## config.mk

```make
export PLATFORM = sky130hd
export DESIGN_NAME = block_accumulator
export DESIGN_NICKNAME = d
export VERILOG_FILES = /design/src/rtl/block_accumulator.sv
export SDC_FILE = /design/constraint.sdc
export NUM_CORES = 1
export LEC_CHECK = 0
export ABC_AREA = 1
export BUFFER_PORTS_ARGS = -buffer_cell sky130_fd_sc_hd__buf_2
export CAP_MARGIN = 30
export CORE_UTILIZATION = 40
export CTS_CLUSTER_SIZE = 30
export DETAILED_ROUTE_END_ITERATION = 10
export GPL_ROUTABILITY_DRIVEN = 0
export HOLD_SLACK_MARGIN = 0.06
export PLACE_DENSITY = 0.58
export SYNTH_ARGS = -nofsm -noshare
export SYNTH_HDL_FRONTEND = slang
export SYNTH_SLANG_ARGS = --single-unit
```

## constraint.sdc

```tcl
create_clock -name CLK -period 2.5 [get_ports CLK]
set_input_delay 0.5 -clock CLK [delete_from_list [all_inputs] [get_ports CLK]]
set_output_delay 0.5 -clock CLK [all_outputs]
set_load 0.02 [all_outputs]
```

## src/rtl/block_accumulator.sv

```systemverilog
// Block reduction stage: sums the 64 products of one buffer block and hands the result downstream.
// Optional running maximum and MAX_data port when BLOCK_ACC_MAX_EN is defined.
module block_accumulator #(
   parameter int N     = 32,
   parameter int ACC_W = N + 6
) (
   input  logic             CLK,
   input  logic             rst,
   input  logic             START,
   output logic             EN_blockRead,
   input  logic             VALID_memVal,
   input  logic [N-1:0]     memVal_data,
   output logic             BUSY,
   output logic             VALID_sum,
   input  logic             RDY_sum,
   output logic [ACC_W-1:0] SUM_data
`ifdef BLOCK_ACC_MAX_EN
   ,
   output logic [N-1:0]     MAX_data
`endif
);

   localparam logic [1:0] S_IDLE  = 2'd0;
   localparam logic [1:0] S_REQ   = 2'd1;
   localparam logic [1:0] S_ACCUM = 2'd2;
   localparam logic [1:0] S_DONE  = 2'd3;

   localparam logic [6:0] LAST_CNT = 7'd63;

   logic [1:0]       state_q, state_d;
   logic [ACC_W-1:0] acc_q, acc_d;
   logic [6:0]       beat_cnt_q, beat_cnt_d;
   logic [ACC_W-1:0] beat_ext;
   logic             first_beat;

   assign beat_ext   = {{(ACC_W - N){1'b0}}, memVal_data};
   assign first_beat = (state_q == S_REQ) && VALID_memVal;

   always_comb begin
      state_d    = state_q;
      acc_d      = acc_q;
      beat_cnt_d = beat_cnt_q;
      case (state_q)
         S_IDLE: begin
            if (START) state_d = S_REQ;
         end
         S_REQ: begin
            if (VALID_memVal) begin
               acc_d      = beat_ext;
               beat_cnt_d = 7'd1;
               state_d    = S_ACCUM;
            end
         end
         S_ACCUM: begin
            if (VALID_memVal) begin
               acc_d      = acc_q + beat_ext;
               beat_cnt_d = beat_cnt_q + 7'd1;
               if (beat_cnt_q == LAST_CNT) state_d = S_DONE;
            end
         end
         S_DONE: begin
            if (RDY_sum) state_d = S_IDLE;
         end
         default: state_d = S_IDLE;
      endcase
   end

   always_ff @(posedge CLK) begin
      if (rst) begin
         state_q    <= S_IDLE;
         acc_q      <= '0;
         beat_cnt_q <= '0;
      end else begin
         state_q    <= state_d;
         acc_q      <= acc_d;
         beat_cnt_q <= beat_cnt_d;
      end
   end

`ifdef BLOCK_ACC_MAX_EN
   logic [N-1:0] max_q, max_d;

   always_comb begin
      max_d = max_q;
      if (first_beat)
         max_d = memVal_data;
      else if ((state_q == S_ACCUM) && VALID_memVal && (memVal_data > max_q))
         max_d = memVal_data;
   end

   always_ff @(posedge CLK) begin
      if (rst) max_q <= '0;
      else     max_q <= max_d;
   end

   assign MAX_data = max_q;
`else
   logic unused_first_beat;
   assign unused_first_beat = first_beat;
`endif

   // Status outputs come straight from the state register, never from inputs.
   assign EN_blockRead = (state_q == S_REQ);
   assign BUSY         = (state_q != S_IDLE);
   assign VALID_sum    = (state_q == S_DONE);
   assign SUM_data     = acc_q;

endmodule

```

---- After elaboration in Yosys (flattened, before gate mapping) ----
Index checks and enable logic that the tools add are counted.
word-level totals
  output and inout port bits .............. 41
  register bits after elaboration ......... 47
cells by class
  equality and inequality tests ........... 9
  mux-type cells .......................... 12
  add/subtract/negate cells ............... 2
  reductions and logical operators ........ 5
operators by type and width
  operator             number
  $mux 38              2
  $pmux 38 s2          1
  $add 38x32->38       1
  $mux 7               2
  $pmux 7 s2           1
  $mux 2               5
  $pmux 2 s4           1
  $add 7x1->7 const B  1
  $eq 7x6->1 const B   1
  $ne 2x2->1 const B   3
  $reduce_and 5->1     1
  $eq 2x2->1 const B   2
  $ne 2x1->1 const B   2
  $reduce_bool 2->1    2
  $reduce_and 3->1     1
  $eq 2x1->1 const B   1
  $logic_not 2->1      1

---- Logic depth before layout (Yosys ltp) ----
Gate-level depths: netlist of run 1.
  word-level depth ........................ 4
  depth in mapped cells ................... 15

---- Worst setup path before layout of run 1 ----
OpenSTA, ideal clock, no wires.
  path kind ............................... input to register
  start ................................... input memVal_data[0]
  end ..................................... register acc_q[16], in the netlist SUM_data[16]
  setup time .............................. 0.132 ns
  arrival time ............................ 1.924 ns
  stages on the path ...................... 12
  path slack .............................. 0.443 ns
  data required time ...................... 2.368 ns
  cell sequence ........................... ha_1 fa_1 nand3_1 nand3_1 nand2_1 nand2_2 nand2_1 nand3b_2 nand2_1 nand2_1 o21ai_0 a21oi_1
between the ends
  longest elaborated chain between the ends .. 3
RTL lines
  item                  line  RTL
  start, declared       12    input logic [N-1:0] memVal_data,
  $add 38x32->38        56    acc_d = acc_q + beat_ext;
  $mux 38               55    if (VALID_memVal) begin
  $pmux 38 s2           43    case (state_q)
  end signal, assigned  71    acc_q <= '0;
  end signal, assigned  75    acc_q <= acc_d;
  end, declared         31    logic [ACC_W-1:0] acc_q, acc_d;
Every way passes these cells. The select of a mux whose other input is x is not followed.
A chain may end at the register's enable or synchronous reset.

---- Worst setup path after layout of run 1 ----
  start ................................... register acc_q[0], in the netlist SUM_data[0]
  end ..................................... register acc_q[16], in the netlist SUM_data[16]
between the ends
  longest elaborated chain between the ends .. 3
RTL lines
  item            line
  $add 38x32->38  56
  $mux 38         55
  $pmux 38 s2     43
Every way passes these cells. The select of a mux whose other input is x is not followed.

==> results by group, run 1 <==
Status
  • Status: finished, final reports clean

Clock tree
  • Clock latency on the worst-skew pair: 0.31 ns
  • Worst-path clk slew: 0.07 ns
  • Maximum clock path buffer count: 2
  • Clock Sinks: 47
  • Post-CTS Setup Inserts: 0
  • CTS tree: done
  • Post-CTS sizing: 0
  • H-Tree Depth: 2
  • CTS Root Cell: clkbuf_16
  • Hold buffers post-CTS: 0
  • CTS Buf Count: 5

GRT
  • Initial antenna violation count: 0
  • Vias in the first global route: 4599
  • Largest net degree at the start of global routing: 36
  • Total GRT Usage: 0.2357
  • Global-route wire length before repair: 23580 um
  • Overflow left after global routing: 0

STA
  • Final max-slew violation count: 0
  • Slew HR: 0.5210
  • Setup tns final: 0 ns
  • Final setup fails: 0
  • F_max: 492.0 MHz
  • RSZ-0062 raised after global routing: false
  • Setup Skew: 0.01538 ns
  • Hold Vio Cnt, Final: 0
  • Worst slew pin tran: 0.7177 ns
  • Fin crit period: 2.032 ns
  • Final worst-path cycle share: 0.8130

Route
  • Via count: 5285
  • DRT iter0 DRCs: 264
  • Number of remaining DRC errors: 0
  • Vias/cell: 4.805
  • Final ANT Viol Nets: 0
  • 1st-pass router iterations: 5
  • Final wirelength: 14540 um
  • Routed len/inst: 13.22 um

Critical path
  • Flop-to-flop setup slack: 0.47 ns
  • WS Path Type: flip-flop to flip-flop
  • CP max FO: 4
  • R2R depth: 12
  • Data arrival time of the worst path: 2.21 ns
  • Critical Path Sink Type: flip-flop
  • Critical R2R Capture: SUM_data[16]
  • Crit start category: flip-flop
  • Crit path required time: 2.68 ns
  • R2R Path Start: SUM_data[0]

Yosys
  • EDFF count, synth: 0
  • Synthesized area per cell: 5.556 um2
  • Cell area after synthesis: 0.004895 mm2
  • Net count after synthesis: 957
  • Post-synth top flop: dfxtp_1
  • YS warnings: 0
  • Synthesized instance count: 881
  • Area share of the largest cell type after synthesis: 0.2339
  • Ys async rst share: 0
  • Most frequent cells after synthesis: nand2_1, inv_1, nor2_1, a21oi_1, nand3_1
  • Register area share after synthesis: 0.1922
  • Largest area contributor in the netlist: nand2_1
  • Top cells by area, synth: nand2_1, dfxtp_1, inv_1
  • Distinct cells, synth: 37
  • Most numerous cell in the Yosys netlist: nand2_1
  • #FFs+latches synth: 47

Final layout
  • N_diodes: 0
  • Area growth syn-to-layout: 14.88%
  • Layout cells sized above 1: 0.1375
  • Fillcell total: 1319
  • Nets: 1028

Power and ir drop
  • Power Density: 828.9 mW/mm2
  • Peak supply drop: 633.7 uV
  • Power, Total: 4661 uW
  • Leakage: 0.003141 uW

Floorplan
  • Core area: 0.01196 mm2
  • Ports: 78
  • # rows: 40
  • Die W: 112.6 um
  • Die ar.: 0.01268 mm2
  • Die Y: 112.6 um
  • Starting density of the core: 0.4092

Placement
  • I/O Buffers: 77
  • Detailed placement HPWL: 11520 um

Job
  • Max-cap violations: 0

Hold path
  • Worst Hold End: beat_cnt_q[6]
  • Type of the tightest min-delay check: flip-flop to flip-flop
  • Worst Hold Launch: beat_cnt_q[6]
  • Cell count of the worst hold path: 2
layer usage:
layer	GRT usage	up-vias	part of all wire
li1	-	2860	-
met1	0.3475	2284	0.52
met2	0.3514	129	0.41
met3	0.04212	12	0.060
met4	0.05600	0	0.014
met5	0	-	0
cell families after synthesis:
family                     count (synthesis)  share of synthesized area
and+or+nand+nor                          499                     0.4261
buffers and inverters                    172                     0.1355
AOI/OAI and AO/OA                        110                     0.1199
DFF                                       47                     0.1922
adders and majority gates                 39                     0.1012
xor gates and xnor gates                  14                    0.02505
power breakdown:
| group | internal [uW] | leakage (uW) | switching [uW] |
|---|---|---|---|
| clock network | 575 | 0.0000900 | 351 |
| logic | 877 | 0.00267 | 1810 |
| registers | 909 | 0.000383 | 138 |
cell type report:
type                    count  area, um2  share of cell area
clock inverters             3      67.56             0.01202
inverters                 153      574.3              0.1021
multi-input cells         662       3301              0.5870
repair buffers             83      430.4             0.07655
well taps                 147      183.9             0.03271
flip-flops and latches     47      940.9              0.1673
clock buffers               5      125.1             0.02225
placed cells by master (no fill, tap or decap), drive strengths merged, types with 2 or more instances in the layout:
cell,Yosys,layout
inv,151,151
buf,8,83
clkinv,2,2
and2,4,4
a211oi,2,2
dfxtp,47,47
nand3b,3,3
ha,38,38
nor2,103,103
nand3,53,53
xor2,14,14
clkbuf,11,5
nand2,325,325
bufinv,0,2
a21oi,73,73
nor3,8,8
a31oi,2,2
o21ai,29,29
worst max-delay path, cell delays in order, from the launching register on:
cell	delay [ns]
dfxtp_1	0.33
ha_1	0.23
fa_1	0.44
nand3_1	0.11
nand3_1	0.13
nand2_1	0.10
nand2_2	0.07
nand2_1	0.08
nand3b_2	0.09
nand2_1	0.07
nand2_1	0.04
o21ai_0	0.14
a21oi_1	0.08
state kept, by name, summed over array words and instances, names as in the netlist:
register    flops
SUM_data       38
state_q         2
beat_cnt_q      7
how the worst max path moves through the flow:
stage | to | from | slack (ns)
2_1_floorplan | SUM_data[16] | memVal_data[0] | 0.44
3_3_place_gp | SUM_data[35] | memVal_data[9] | 0.18
3_5_place_dp | SUM_data[16] | memVal_data[0] | 0.17
4_1_cts | SUM_data[16] | SUM_data[0] | 0.47
5_1_grt | SUM_data[36] | SUM_data[24] | 0.23
6_report | SUM_data[16] | SUM_data[0] | 0.47
stage by stage:
stage	area (um2)	util	hold slack (ns)	setup WS (ns)	std cells
3_5_place_dp	5430	0.4540	0.4661	0.1696	1092
6_report	5623	0.4701	0.4711	0.4676	1100
4_1_cts	5623	0.4701	0.4719	0.4710	1100
3_3_place_gp	5430	0.4540	0.4668	0.1822	1092
2_1_floorplan	4895	-	0.4445	0.4434	881
5_1_grt	5623	0.4701	0.5009	0.2335	1100
Power figures use the tool's default switching activity.
==> inputs of run 2 (changes only) <==
Clock period 2.5 ns to 2.1 ns, I/O delays scaled along.
==> run 2 against run 1 <==
Sequential power rose by 18%; flip-flop and latch count is the same; clock skew fell by 0.0029 ns; fmax rose by 3.9%; critical path type unchanged.
==> results by group, run 2 (synthesized netlist as in run 1, its figures left out) <==
Final layout
  • Nets: 1065 (+3.6%)
  • Fin util: 0.4938 (+0.02374)
  • Layout cells sized above 1: 0.1758 (+0.03830)
  • Max FFs per register: 38 (unchanged)
  • N_diodes: 0 (unchanged)
  • Most common cell after layout, fill and taps aside: nand2_1
  • Fin cells: 1137 (+3.4%)
  • Most frequent cells in the layout: nand2_1, inv_1, nor2_1
  • Area growth syn-to-layout: 20.68%

STA
  • Final worst-path cycle share: 0.9314 (+0.1184)
  • Worst hold margin: 0.3917 ns (-0.07948 ns)
  • Slew HR: 0.6320 (+0.1110)
  • Hold Vio Cnt, Final: 0 (unchanged)
  • F_max: 511.3 MHz (+3.9%)
  • Setup Skew: 0.01250 ns (-0.002881 ns)
  • Final max-slew violation count: 0 (unchanged)
  • RSZ-0062 raised after global routing: false
  • Fin crit period: 1.956 ns (-0.07644 ns)
  • Worst slew pin tran: 0.5514 ns (-0.1664 ns)
  • Setup tns final: 0 ns (unchanged)
  • Final setup fails: 0 (unchanged)

Status
  • Status: finished, final reports clean

Power and ir drop
  • Clock power frac: 0.158 (-0.040)
  • Peak supply drop: 593.4 uV (-6.4%)
  • Sequential fraction of design power: 0.219 (-0.006)
  • Leakage: 0.003319 uW (+5.7%)
  • Internal Power: 2826 uW (+20%)
  • Part of the power in combinational logic: 0.623 (+0.046)
  • Power Density: 954.6 mW/mm2 (+15%)
  • Power, Total: 5639 uW (+21%)
  • Sw frac: 0.4988 (+0.005297)
  • Switch Pwr: 2812 uW (+22%)

Route
  • DRT iter0 DRCs: 298 (+13%)
  • Vias/cell: 4.734 (-1.5%)
  • Routed len/inst: 12.72 um (-3.8%)
  • Final wirelength: 14460 um (-0.52%)
  • 1st-pass router iterations: 4 (-1)
  • Via count: 5383 (+1.9%)
  • Final ANT Viol Nets: 0 (unchanged)
  • Number of remaining DRC errors: 0 (unchanged)

Critical path
  • CP max FO: 3 (-1)
  • Flop-to-flop setup slack: 0.14 ns (-0.32 ns)
  • CP cell instances: ha_1, fa_2, nand3_1, nand3_1, nand2_1, nand2_2, nand2_1, nand3b_2, nand2_1, nand2_1, o21ai_1, a21oi_1
  • WS Path Type: flip-flop to flip-flop
  • Crit-path slowest cell: fa_2
  • Worst path max stage delay: 0.38 ns (-0.06 ns)
  • Critical Path Sink Type: flip-flop
  • Crit start category: flip-flop
  • Critical path endpoint: SUM_data[16]
  • Data arrival time of the worst path: 2.14 ns (-0.07 ns)
  • R2R depth: 12 (unchanged)
  • Crit path required time: 2.28 ns (-0.40 ns)
  • Crit path top cell by count: nand2_1
  • R2R Path Start: SUM_data[0]
  • Critical path origin: SUM_data[0]
  • Critical R2R Capture: SUM_data[16]

Clock tree
  • Worst-path clk slew: 0.07 ns (about the same)
  • Hold buffers post-CTS: 0 (unchanged)
  • Maximum clock path buffer count: 2 (unchanged)
  • CTS Buf Count: 5 (unchanged)
  • CTS tree: done
  • CTS Root Cell: clkbuf_16
  • H-Tree Depth: 2 (unchanged)
  • Clock latency on the worst-skew pair: 0.32 ns (about the same)
  • Clock Sinks: 47 (unchanged)
  • Post-CTS Setup Inserts: 0 (unchanged)

GRT
  • Largest net degree at the start of global routing: 38 (+5.6%)
  • Vias in the first global route: 4959 (+7.8%)
  • Total GRT Usage: 0.2385 (+0.002837)
  • Global-route wire length before repair: 23950 um (+1.6%)
  • Overflow left after global routing: 0 (unchanged)
  • Initial antenna violation count: 0 (unchanged)

Placement
  • Cell count after placement: 1129 (+3.4%)
  • I/O Buffers: 77 (unchanged)
  • Detailed placement HPWL: 11420 um (-0.93%)

Floorplan
  • Die ar.: 0.01268 mm2 (unchanged)
  • Die Y: 112.6 um (unchanged)
  • # rows: 40 (unchanged)
  • Die W: 112.6 um (unchanged)
  • Starting density of the core: 0.4092 (unchanged)
  • Ports: 78 (unchanged)
  • Core area: 0.01196 mm2 (unchanged)

Hold path
  • Type of the tightest min-delay check: input port to flip-flop

Job
  • Max-cap violations: 0 (unchanged)
## run 2: power groups by stage
stage	Clock (uW)	Combinational, uW	Sequential [uW]
5_1_grt	954	3950	1270
4_1_cts	920	3480	1230
2_1_floorplan	0	2150	1440
6_report	888	3510	1240
3_3_place_gp	0	3460	1250
3_5_place_dp	0	3460	1250
## run 2: critical path: cells and delay by family (launching register included)
kind | cells | cell delay, ns
AND/OR/NAND/NOR | 8 | 0.72
adder cells (fa/ha/maj) | 2 | 0.59
flip-flops | 1 | 0.32
AO/OA/AOI/OAI | 2 | 0.21
## run 2: cell type report
type / instances / area (um2)
Inverter: 153 / 574.3
Multi-Input combinational cell: 662 / 3336
Clock inverter: 3 / 26.28
Clock buffer: 5 / 125.1
Sequential cell: 47 / 940.9
Tap cell: 147 / 183.9
Timing Repair Buffer: 120 / 720.7
Fill cell: 1338 / 6055
## run 2: routing by layer
layer,track usage,vias up,wire length [um]
met2,0.3663,107,5932
met5,0,-,0
met3,0.04482,14,658
met4,0.07111,0,274
li1,-,2934,-
met1,0.3367,2328,7597
## run 2: what timing repair did
item,4_1_cts,5_1_grt
setup endpoints to repair,0,10
resized for setup,0,8
endpoints found under the hold margin,0,0
## run 2: how the worst min path moves through the flow
| stage | endpoint | slack, ns | cells past startpoint | startpoint |
|---|---|---|---|---|
| final | beat_cnt_q[0] | 0.39 | 2 | VALID_memVal |
| after detailed placement | beat_cnt_q[6] | 0.47 | 2 | beat_cnt_q[6] |
| after CTS | beat_cnt_q[0] | 0.39 | 2 | VALID_memVal |
| after floorplan | beat_cnt_q[6] | 0.44 | 2 | beat_cnt_q[6] |
| after global routing | beat_cnt_q[0] | 0.42 | 2 | VALID_memVal |
| after global placement | beat_cnt_q[6] | 0.45 | 2 | beat_cnt_q[6] |
## run 2: through the flow
step / area (um2) / worst slack, ns
floorplan: 4895 / 0.1234
global placement: 5720 / -0.1070
detailed placement: 5720 / -0.1497
CTS: 5872 / 0.06541
global route: 5907 / 0.02264
finish: 5907 / 0.1440
==> inputs of run 3 (changes only) <==
Settings changed: CELL_PAD_IN_SITES_DETAIL_PLACEMENT set to 0, CELL_PAD_IN_SITES_GLOBAL_PLACEMENT set to 1, CORE_UTILIZATION 40 to 39, PLACE_DENSITY 0.58 to 0.8, SLEW_MARGIN set to 10, TNS_END_PERCENT set to 10.
==> run 3 against run 2 <==
Die area grew 2.5%; combinational power up 3%; sequential power barely moved; clock skew down 0.0074 ns; clock-buffer cell count unchanged; first-iteration DRC count decreased by 17%.
==> results by group, run 3 (synthesized netlist as in run 1, its figures left out) <==
Critical path
  • Crit path top cell by count: nand2_1
  • Crit start category: flip-flop
  • Critical Path Sink Type: flip-flop
  • Critical path origin: SUM_data[10]
  • WS Path Type: flip-flop to flip-flop
  • Crit-path slowest cell: ha_1
  • Worst path max stage delay: 0.36 ns (-0.02 ns)
  • CP cell instances: ha_1, nand2_2, nor2_1, nand3_1, nand3_2, nand2_1, nand2_1, nand2_1, nand2_1, nand3_1, a21oi_1
  • R2R Path Start: SUM_data[10]
  • Crit path required time: 2.34 ns (+0.06 ns)
  • Data arrival time of the worst path: 2.25 ns (+0.11 ns)
  • CP max FO: 4 (+1)

Final layout
  • N_diodes: 0 (unchanged)
  • Most frequent cells in the layout: nand2_1, inv_1, nor2_1
  • Max FFs per register: 38 (unchanged)
  • Nets: 1076 (+1.0%)
  • Fin cells: 1168 (+2.7%)
  • Fin util: 0.4976 (+0.003796)
  • Area growth syn-to-layout: 23.13%
  • Fillcell total: 1365 (+2.0%)
  • Most common cell after layout, fill and taps aside: nand2_1
  • Layout cells sized above 1: 0.1870 (+0.01124)

STA
  • F_max: 497.4 MHz (-2.7%)
  • Setup tns final: 0 ns (unchanged)
  • Worst slew pin tran: 0.6026 ns (+0.05125 ns)
  • Worst Slack Setup Final: 0.08955 ns (-0.05449 ns)
  • Slew HR: 0.5978 (-0.03421)
  • RSZ-0062 raised after global routing: true
  • Final max-slew violation count: 0 (unchanged)
  • Hold Vio Cnt, Final: 0 (unchanged)
  • Final worst-path cycle share: 0.9574 (+0.02595)
  • Worst hold margin: 0.3957 ns (+0.004088 ns)
  • Final setup fails: 0 (unchanged)
  • Setup Skew: 0.005090 ns (-0.007411 ns)
  • Fin crit period: 2.010 ns (+0.05449 ns)

Route
  • Routed len/inst: 12.71 um (about the same)
  • Vias/cell: 4.634 (-2.1%)
  • Number of remaining DRC errors: 0 (unchanged)
  • Final ANT Viol Nets: 0 (unchanged)
  • 1st-pass router iterations: 5 (+1)
  • DRT iter0 DRCs: 246 (-17%)
  • Via count: 5412 (+0.54%)
  • Final wirelength: 14850 um (+2.7%)

GRT
  • Total GRT Usage: 0.2382 (-0.0003354)
  • Overflow left after global routing: 0 (unchanged)
  • Initial antenna violation count: 0 (unchanged)
  • Largest net degree at the start of global routing: 36 (-5.3%)
  • Global-route wire length before repair: 24520 um (+2.4%)
  • Vias in the first global route: 4901 (-1.2%)

Placement
  • Worst slack, placed: -0.1077 ns (+0.04202 ns)
  • Cell count after placement: 1161 (+2.8%)
  • I/O Buffers: 77 (unchanged)
  • Detailed placement HPWL: 11990 um (+5.1%)

Floorplan
  • Core area: 0.01211 mm2 (+1.3%)
  • Starting density of the core: 0.4041 (-0.005073)
  • Die W: 114.0 um (+1.3%)
  • Ports: 78 (unchanged)
  • Die Y: 114.0 um (+1.3%)
  • # rows: 40 (unchanged)
  • Die ar.: 0.01300 mm2 (+2.5%)

Job
  • Max-cap violations: 0 (unchanged)

Clock tree
  • CTS Buf Count: 5 (unchanged)
  • Post-CTS sizing: 0 (unchanged)
  • Worst-path clk slew: 0.07 ns (about the same)
  • Clock latency on the worst-skew pair: 0.30 ns (-0.02 ns)
  • Post-CTS Setup Inserts: 0 (unchanged)
  • Maximum clock path buffer count: 2 (unchanged)
  • Clock Sinks: 47 (unchanged)
  • H-Tree Depth: 2 (unchanged)
  • Hold buffers post-CTS: 0 (unchanged)
  • CTS Root Cell: clkbuf_16
  • CTS tree: done

Power and ir drop
  • Peak supply drop: 706.0 uV (+19%)
  • Power Density: 960.1 mW/mm2 (+0.58%)
  • Leakage: 0.003374 uW (+1.6%)

Status
  • Status: finished, final reports clean

Hold path
  • Worst Hold Launch: VALID_memVal
  • Type of the tightest min-delay check: input port to flip-flop
run 3: cell types whose count changed in the layout (fill, tap and decap cells not counted), sizes merged:
cell	previous run	this run
bufinv	0	1
buf	120	131
inv	154	151
clkinvlp	0	1
run 3: metrics by stage:
stage	total power, uW	instance area [um2]
global placement	4811	5829
floorplan	3586	4895
detailed placement	4806	5829
finish	5787	6027
global route	6316	6027
CTS	5794	5992
run 3: path summary, 6_finish.rpt:
check,cells past startpoint,endpoint,slack (ns)
hold / removal,2,beat_cnt_q[0],0.40
setup reg to reg,11,SUM_data[35],0.09
setup / recovery,11,SUM_data[35],0.09
hold reg to reg,2,beat_cnt_q[6],0.47
run 3: cell type report:
type                       count  area, um2  area share
sequential                    47      940.9      0.1561
timing repair buffer         131      803.3      0.1333
clock inverter                 2      37.54    0.006228
multi-input combinational    662       3336      0.5535
inverter                     153      574.3     0.09529
tap                          168      210.2     0.03488
clock buffer                   5      125.1     0.02076
run 3: critical path, delay by kind of cell, from the launching register on:
family	cells	cell delay, ns
fa+ha+maj	1	0.36
compound gates	1	0.14
simple gates	9	1.13
flops	1	0.33
run 3: report_power, final:
group / internal (uW) / switching [uW] / total [uW]
registers: 1080 / 155 / 1240
logic: 1350 / 2250 / 3600
clock network: 557 / 394 / 951
run 3: per-layer routing:
metal	global-route usage	share of wire	wire, um
met1	0.3514	0.53	7883
met4	0.04935	0.012	175
met2	0.3628	0.42	6194
met3	0.03719	0.040	596
met5	0	0	0
